[src/rtl/box_stream_ctrl.sv]
// Frame sequencer for the box-filter sample path: buffers a source frame in a FIFO,
// clears the accumulator, issues the samples, then appends wl-1 zero flush samples.
module box_stream_ctrl #(
   parameter int DATA_W  = 22,
   parameter int DEPTH   = 8,
   parameter int WIN_MAX = 16
) (
   input  logic                     clk,
   input  logic                     rst,
   input  logic                     start,
   input  logic                     abort,
   input  logic [4:0]               win_len,
   input  logic [31:0]              frame_len,
   input  logic                     in_valid,
   input  logic signed [DATA_W-1:0] in_data,
   output logic                     in_ready,
   output logic                     dp_valid,
   output logic signed [DATA_W-1:0] dp_data,
   input  logic                     dp_ready,
   output logic                     dp_clear,
   output logic                     dp_flush,
   output logic                     busy,
   output logic                     done,
   output logic [31:0]              sample_cnt
);

   localparam int AW = (DEPTH > 1) ? $clog2(DEPTH) : 1;
   localparam logic [AW:0] FULL_CNT = (AW+1)'(DEPTH);

   localparam logic [2:0] S_IDLE  = 3'd0;
   localparam logic [2:0] S_CLEAR = 3'd1;
   localparam logic [2:0] S_RUN   = 3'd2;
   localparam logic [2:0] S_FLUSH = 3'd3;
   localparam logic [2:0] S_DONE  = 3'd4;

   logic [2:0]    state_q, state_d;
   logic [4:0]    wl_q, wl_d;
   logic [31:0]   frame_len_q, frame_len_d;
   logic [31:0]   acc_cnt_q, acc_cnt_d;
   logic [31:0]   sample_cnt_q, sample_cnt_d;
   logic [4:0]    flush_cnt_q, flush_cnt_d;
   logic [AW-1:0] wr_ptr_q, wr_ptr_d;
   logic [AW-1:0] rd_ptr_q, rd_ptr_d;
   logic [AW:0]   count_q, count_d;

   logic signed [DATA_W-1:0] mem_q [DEPTH];

   logic full;
   logic empty;
   logic push;
   logic pop;
   logic mem_we;

   // Window length 0 behaves as 1; anything beyond the largest window saturates.
   function automatic logic [4:0] clamp_win(input logic [4:0] w);
      if (w == 5'd0) begin
         return 5'd1;
      end else if (int'(w) > WIN_MAX) begin
         return 5'(WIN_MAX);
      end else begin
         return w;
      end
   endfunction

   assign full  = (count_q == FULL_CNT);
   assign empty = (count_q == '0);

   assign in_ready   = (state_q == S_RUN) && !full && (acc_cnt_q < frame_len_q);
   assign dp_valid   = ((state_q == S_RUN) && !empty) || (state_q == S_FLUSH);
   assign dp_data    = ((state_q == S_RUN) && !empty) ? mem_q[rd_ptr_q] : '0;
   assign dp_clear   = (state_q == S_CLEAR);
   assign dp_flush   = (state_q == S_FLUSH);
   assign busy       = (state_q != S_IDLE);
   assign done       = (state_q == S_DONE);
   assign sample_cnt = sample_cnt_q;

   assign push   = in_valid && in_ready;
   assign pop    = (state_q == S_RUN) && !empty && dp_ready;
   assign mem_we = push && !abort;

   always_comb begin
      state_d      = state_q;
      wl_d         = wl_q;
      frame_len_d  = frame_len_q;
      acc_cnt_d    = acc_cnt_q;
      sample_cnt_d = sample_cnt_q;
      flush_cnt_d  = flush_cnt_q;
      wr_ptr_d     = wr_ptr_q;
      rd_ptr_d     = rd_ptr_q;
      count_d      = count_q;

      case (state_q)
         S_IDLE: begin
            if (start) begin
               wl_d         = clamp_win(win_len);
               frame_len_d  = frame_len;
               acc_cnt_d    = '0;
               sample_cnt_d = '0;
               flush_cnt_d  = '0;
               wr_ptr_d     = '0;
               rd_ptr_d     = '0;
               count_d      = '0;
               state_d      = (frame_len == 32'd0) ? S_DONE : S_CLEAR;
            end
         end
         S_CLEAR: begin
            state_d = S_RUN;
         end
         S_RUN: begin
            if (push) begin
               wr_ptr_d  = wr_ptr_q + 1'b1;
               acc_cnt_d = acc_cnt_q + 32'd1;
            end
            if (pop) begin
               rd_ptr_d     = rd_ptr_q + 1'b1;
               sample_cnt_d = sample_cnt_q + 32'd1;
               if ((sample_cnt_q + 32'd1) == frame_len_q) begin
                  flush_cnt_d = '0;
                  state_d     = (wl_q > 5'd1) ? S_FLUSH : S_DONE;
               end
            end
            case ({push, pop})
               2'b10:   count_d = count_q + 1'b1;
               2'b01:   count_d = count_q - 1'b1;
               default: count_d = count_q;
            endcase
         end
         S_FLUSH: begin
            if (dp_ready) begin
               if ((flush_cnt_q + 5'd1) == (wl_q - 5'd1)) begin
                  state_d = S_DONE;
               end else begin
                  flush_cnt_d = flush_cnt_q + 5'd1;
               end
            end
         end
         S_DONE: begin
            state_d = S_IDLE;
         end
         default: begin
            state_d = S_IDLE;
         end
      endcase

      // Abort drops the frame without a done pulse; the issued-sample count is kept.
      if (abort && (state_q != S_IDLE)) begin
         state_d      = S_IDLE;
         wr_ptr_d     = '0;
         rd_ptr_d     = '0;
         count_d      = '0;
         acc_cnt_d    = acc_cnt_q;
         sample_cnt_d = sample_cnt_q;
      end
   end

   always_ff @(posedge clk or posedge rst) begin
      if (rst) begin
         state_q      <= S_IDLE;
         wl_q         <= 5'd1;
         frame_len_q  <= '0;
         acc_cnt_q    <= '0;
         sample_cnt_q <= '0;
         flush_cnt_q  <= '0;
         wr_ptr_q     <= '0;
         rd_ptr_q     <= '0;
         count_q      <= '0;
      end else begin
         state_q      <= state_d;
         wl_q         <= wl_d;
         frame_len_q  <= frame_len_d;
         acc_cnt_q    <= acc_cnt_d;
         sample_cnt_q <= sample_cnt_d;
         flush_cnt_q  <= flush_cnt_d;
         wr_ptr_q     <= wr_ptr_d;
         rd_ptr_q     <= rd_ptr_d;
         count_q      <= count_d;
      end
   end

   // Sample storage carries no reset; occupancy alone decides what is valid.
   always_ff @(posedge clk) begin
      if (mem_we) begin
         mem_q[wr_ptr_q] <= in_data;
      end
   end

endmodule

[config.mk]
export PLATFORM = sky130hd
export DESIGN_NAME = box_stream_ctrl
export DESIGN_NICKNAME = d
export VERILOG_FILES = /design/src/rtl/box_stream_ctrl.sv
export SDC_FILE = /design/constraint.sdc
export NUM_CORES = 1
export LEC_CHECK = 0
export CAP_MARGIN = 25
export CELL_PAD_IN_SITES_DETAIL_PLACEMENT = 0
export CELL_PAD_IN_SITES_GLOBAL_PLACEMENT = 2
export CORE_UTILIZATION = 40
export CTS_CLUSTER_SIZE = 28
export DETAILED_ROUTE_END_ITERATION = 6
export HOLD_SLACK_MARGIN = 0.1
export PLACE_DENSITY = 0.92
export SETUP_SLACK_MARGIN = 0.3
export SLEW_MARGIN = 20
export SYNTH_ARGS = -nofsm -noshare
export SYNTH_HDL_FRONTEND = slang
export SYNTH_SLANG_ARGS = --single-unit
[constraint.sdc]
create_clock -name clk -period 6.3 [get_ports clk]
set_input_delay 1.89 -clock clk [delete_from_list [all_inputs] [get_ports clk]]
set_output_delay 1.89 -clock clk [all_outputs]
set_load 0.01 [all_outputs]
==> flow_metrics.tcl, run 1 <==
set metrics [dict create \
    wl_um 36400 \
    via_per_inst 5.61 \
    dp_cells 1744 \
    yosysWarnings 0 \
    die_area_um2 36700 \
    num_rows 69 \
    ys_seq_elements 295 \
    worst_slew_margin_rel_pct 41.7 \
    cts_tree "yes" \
    cts_sinks 295 \
    cts.reportedPaths.clkPinSlew_ns 0.05 \
    vdd_drop_max_uv 253 \
    syn_nets 1305 \
    worstReg2RegStart "state_q[1]" \
    hold_start "count_q[3]" \
    reg2reg_depth 9 \
    portBuffers 124 \
    tightest_slew_ns 0.872 \
    cap_violations 0 \
    netlist-cell-type-count 66 \
    die_x_um 192 \
    vias 10100 \
    holdPathStages 1 \
    synth_top_area_share_pct 36.7 \
    dr.pass1.iters 4 \
    cts_resized 0 \
    synth_ff_type "edfxtp_1" \
    cts-root-buf "clkbuf_16" \
    clock_path_buffers 3 \
    fin_tns_setup_ns 0 \
    grt-ovfl-total 0 \
    timing.final.crit_share_pct 84.3 \
    r2r_setup_slack_ns 2.26 \
    endpoint_kind "output port" \
    drc 0 \
    post_cts_buffers 0 \
    synth_area_per_cell_um2 12.0 \
    grt_max_degree 64 \
    fin_nets 1427 \
    synth_edf_count 176 \
    start_kind "flop" \
    drive_gt1_share_pct 9.89 \
    ctsHtreeMaxLevel 2 \
    synth_area_um2 14400 \
    antenna_found_initial 1 \
    wl_met3_um 1990 \
    fillerInstances 3109 \
    yosys.area.top_type "edfxtp_1" \
    synthTopCellsByArea "edfxtp_1 (37%), dfrtp_1 (21%), mux4_2 (6.9%)" \
    p_per_area_nw_per_um2 317 \
    placeableCoreArea_um2 35500 \
    cts_buffers 34 \
    cts_hold_buf 0 \
    wl_per_cell_um 20.2 \
    holdPathEnd "count_q[3]" \
    path_class "flop to output port" \
    layout.cells.non_filler 1806 \
    required_ns 4.41 \
    p_leak_nw 6.41 \
    start_util_pct 40.6 \
    num_io_pins 125 \
    grt_pass1_wl_um 56800 \
    arrival_ns 3.42 \
    die_y_um 192 \
    rsz0062_at_grt "no" \
    fin_skew_ns 0.0356 \
    routed-wl-met2_um 17300 \
    hpwl_um 24300 \
    path_max_fanout 16 \
    route.top_layer_used "met4" \
    yosysSeqAreaShare_pct 57.4 \
    grt_pass1_vias 10000 \
    wl_met1_um 16400 \
    synthToLayoutAreaGrowth_pct 20.4 \
    clk_latency_ns 0.55 \
    clock.fmax_ghz 0.188 \
    drt_iter0_markers 663 \
    track_usage_pct 20.1 \
    ys_async_sr_fraction_pct 40.3 \
    post-route-min-period_ns 5.31 \
    finalHoldViolCount 0 \
    status "completed" \
    maxSlewViolCount 0 \
    yosysMostFrequentCell "edfxtp_1" \
    ant_nets 0 \
    hold_class "flop to flop" \
    postSynthCellCount 1198 \
    r2r-end "mem_q[1][10]" \
    setup_viol 0 \
    antenna_cells 0 \
    worstSetupStartpoint "state_q[1]" \
    synthTopCellsByCount "edfxtp_1 (176), o21ai_0 (120), dfrtp_1 (118)" \
    gp_congestion 0.836 \
]
cell type report:
type                       instances  area (µm²)  area share (%)
clock buffer                      47         920            5.31
clock inverter                    14         184            1.06
inverter                          51         194            1.12
multi-input combinational        794        5770            33.3
sequential                       295        8270            47.7
tap                              461         577            3.33
timing repair buffer             144        1420            8.19
metrics by stage:
step | power (mW) | util [%] | worst slack [ns] | area (µm²) | hold WS, ns
after CTS | 5.54 | 48.8 | 0.961 | 17300 | 0.535
after global routing | 5.76 | 48.9 | 0.806 | 17300 | 0.576
after global placement | 3.57 | 45.7 | 1.58 | 16200 | 0.514
after floorplan | 3.17 | - | 1.19 | 14400 | 0.465
final | 5.49 | 48.9 | 0.986 | 17300 | 0.533
after detailed placement | 3.59 | 45.7 | 1.45 | 16200 | 0.528
per-layer routing:
layer / track usage, % / vias to the layer above
li1: - / 4756
met3: 3.44 / 51
met5: 0 / -
met1: 27.6 / 5030
met4: 6.17 / 0
met2: 32.5 / 299
cell families after synthesis:
kind of cell,count (synthesis),share of synthesized area (%)
compound gates,260,10.7
xor+xnor,57,3.47
fa+ha+maj,42,3.70
buf+inv,109,2.86
flops,295,57.4
mux,71,8.78
simple gates,364,13.0
worst max-delay path, stage by stage (launching register included):
cell and delay, ns:
dfrtp_1 0.62, or3b_1 0.54, a211o_1 0.31, a21oi_1 0.15
and3b_1 0.21, o41ai_1 0.10, o21ai_2 0.33, clkdlybuf4s50_1 0.64
worst max-delay path by stage:
| stage | end | slack (ns) |
|---|---|---|
| after detailed placement | flush_cnt_q[2] | 1.45 |
| after global placement | flush_cnt_q[2] | 1.58 |
| final | in_ready | 0.99 |
| after CTS | in_ready | 0.96 |
| after floorplan | mem_q[0][0] | 1.19 |
| after global routing | in_ready | 0.81 |
registers in the layout, summed over array words and instances (netlist names):
signal	cells
flush_cnt_q	5
frame_len_q	32
rd_ptr_q	3
count_q	4
wl_q	5
acc_cnt_q	32
mem_q	176
sample_cnt	32
wr_ptr_q	3
state_q	3
where the power goes:
part	internal, mW	total, mW	switching [mW]
registers	2.21	2.36	0.147
logic	0.476	1.20	0.720
clock network	1.13	1.94	0.810
total	3.81	5.49	1.68
placed cells by master, fill, tap and decap left out, types with 8 or more instances in the layout:
cell type	n
nand4_1	36
mux4_2	44
and2_1	12
o31ai_1	13
edfxtp_1	176
or3_1	25
a31oi_1	8
clkbuf_1	11
buf_4	17
nand2_1	95
a21o_1	18
o21a_1	9
nand3_1	38
xnor2_1	43
nor2_1	64
clkbuf_16	34
a21oi_1	49
clkdlybuf4s50_1	124
o21ai_0	119
ha_1	41
dfrtp_1	115
nor3_1	16
xor2_1	14
nor4_1	10
mux2i_1	25
inv_1	50
and3_1	17
or4_1	9
Power figures use the tool's default switching activity.
==> run 2: changes to the inputs <==
Clock period 6.3 ns to 4.9 ns, I/O delays scaled along.
==> flow_metrics.tcl, run 2 (synthesis results as in run 1) <==
set metrics [dict create \
    dp_cells 1753 \
    path_cells "buf_4, nor2_1, nand3_1, buf_4, nor2_1, clkdlybuf4s50_1" \
    finalHoldViolCount 0 \
    final_common_cell "edfxtp_1" \
    grt_pass1_wl_um 56800 \
    via_per_inst 5.59 \
    start_kind "flop" \
    placeableCoreArea_um2 35500 \
    hpwl_um 24500 \
    cts_tree "yes" \
    grt-ovfl-total 0 \
    grt_max_degree 58 \
    post-route-min-period_ns 4.28 \
    path_class "flop to output port" \
    ant_nets 0 \
    clock_path_buffers 3 \
    drc 0 \
    grt_pass1_vias 10100 \
    r2r-end "state_q[1]" \
    cap_violations 0 \
    worstSetupStartpoint "state_q[0]" \
    vias 10200 \
    cts_hold_buf 0 \
    hold_class "flop to flop" \
    whs_ns 0.527 \
    fillerInstances 3073 \
    clock.fmax_ghz 0.234 \
    clk_latency_ns 0.54 \
    p_leak_nw 6.51 \
    arrival_ns 2.81 \
    maxSlewViolCount 0 \
    die_x_um 192 \
    final_cell_mix "edfxtp_1 (176), clkdlybuf4s50_1 (123), o21ai_0 (119)" \
    num_rows 69 \
    reg2reg_depth 10 \
    cts_sinks 295 \
    die_y_um 192 \
    worst_slew_margin_rel_pct 44.0 \
    synthToLayoutAreaGrowth_pct 21.6 \
    worstReg2RegStart "sample_cnt[0]" \
    drive_gt1_share_pct 11.3 \
    p_per_area_nw_per_um2 412 \
    antenna_cells 0 \
    largest_reg_flops 176 \
    required_ns 3.43 \
    cts_buffers 34 \
    num_io_pins 125 \
    path_max_fanout 23 \
    cts.reportedPaths.clkPinSlew_ns 0.06 \
    top_register "mem_q" \
    vdd_drop_max_uv 432 \
    slowest_stage "clkdlybuf4s50_1" \
    antenna_found_initial 1 \
    fin_tns_setup_ns 0 \
    setup_viol 0 \
    wl_um 36600 \
    start_util_pct 40.6 \
    track_usage_pct 20.2 \
    cts-root-buf "clkbuf_16" \
    r2r_setup_slack_ns 1.10 \
    portBuffers 124 \
    fin_skew_ns 0.0173 \
    tightest_slew_ns 0.838 \
    ctsHtreeMaxLevel 2 \
    critPathCapture "dp_data[18]" \
    hold_start "wl_q[4]" \
    dr.pass1.iters 5 \
    wl_per_cell_um 20.2 \
    layout.cells.non_filler 1816 \
    rsz0062_at_grt "no" \
    fin_util_pct 49.3 \
    drt_iter0_markers 660 \
    cp_slowest_stage_delay_ns 0.60 \
    status "completed" \
    endpoint_kind "output port" \
    timing.final.crit_share_pct 87.3 \
    fin_nets 1438 \
    die_area_um2 36700 \
    gp_congestion 0.861 \
]
## run 2: cell count changes in the layout (fill, tap and decap cells not counted), moves of 2 or more
cell / previous run / this run
buf_4: 17 / 27
clkbuf_1: 11 / 6
clkbuf_8: 2 / 7
clkinv_16: 2 / 0
clkinv_2: 2 / 0
clkinv_8: 0 / 2
clkinvlp_4: 0 / 2
## run 2: worst min path at each step
stage / to / slack, ns / depth (start not counted)
2_1_floorplan: count_q[3] / 0.46 / 1
3_3_place_gp: count_q[3] / 0.51 / 1
3_5_place_dp: count_q[3] / 0.52 / 1
4_1_cts: count_q[3] / 0.52 / 1
5_1_grt: count_q[3] / 0.54 / 1
6_report: wl_q[4] / 0.53 / 2
## run 2: per-layer routing
layer / vias up / wire (µm) / GRT usage [%]
met5: - / 0 / 0
met4: 0 / 913 / 6.72
met3: 56 / 1920 / 3.67
met2: 268 / 17400 / 32.8
met1: 5032 / 16400 / 27.3
li1: 4802 / - / -
## run 2: cell type report
cell class / count / area, µm² / share of cell area (%)
sequential: 295 / 8270 / 47.3
multi-input combinational: 794 / 5780 / 33.1
clock inverter: 12 / 158 / 0.901
clock buffer: 48 / 995 / 5.69
timing repair buffer: 155 / 1520 / 8.68
tap: 461 / 577 / 3.30
inverter: 51 / 195 / 1.12
## run 2: critical path, delay by kind of cell, from the launching register on
kind                   cells  cell delay [ns]
DFF                        1             0.40
and+or+nand+nor            3             0.82
buffers and inverters      3             1.05
## run 2: power by group
part / total [mW] / leakage (nW) / internal [mW] / switching [mW]
Combinational: 1.61 / 2.78 / 0.651 / 0.960
Clock: 2.58 / 0.557 / 1.58 / 1.01
Sequential: 3.01 / 3.18 / 2.84 / 0.164
## run 2: what timing repair did
| item | 4_1_cts | 5_1_grt |
|---|---|---|
| endpoints found under the setup margin | 1 | 1 |
| resized for setup | 5 | 2 |
| gates cloned | 0 | 0 |
| pin swaps | 2 | 1 |
| setup buffers | 3 | 0 |
## run 2: per-stage QoR
step	total power, mW	instance area [µm²]	worst slack (ns)
after CTS	7.26	17500	0.342
final	7.20	17500	0.624
after global placement	4.61	16300	0.633
after detailed placement	4.64	16300	0.552
after floorplan	4.08	14400	0.755
after global routing	7.54	17500	0.495
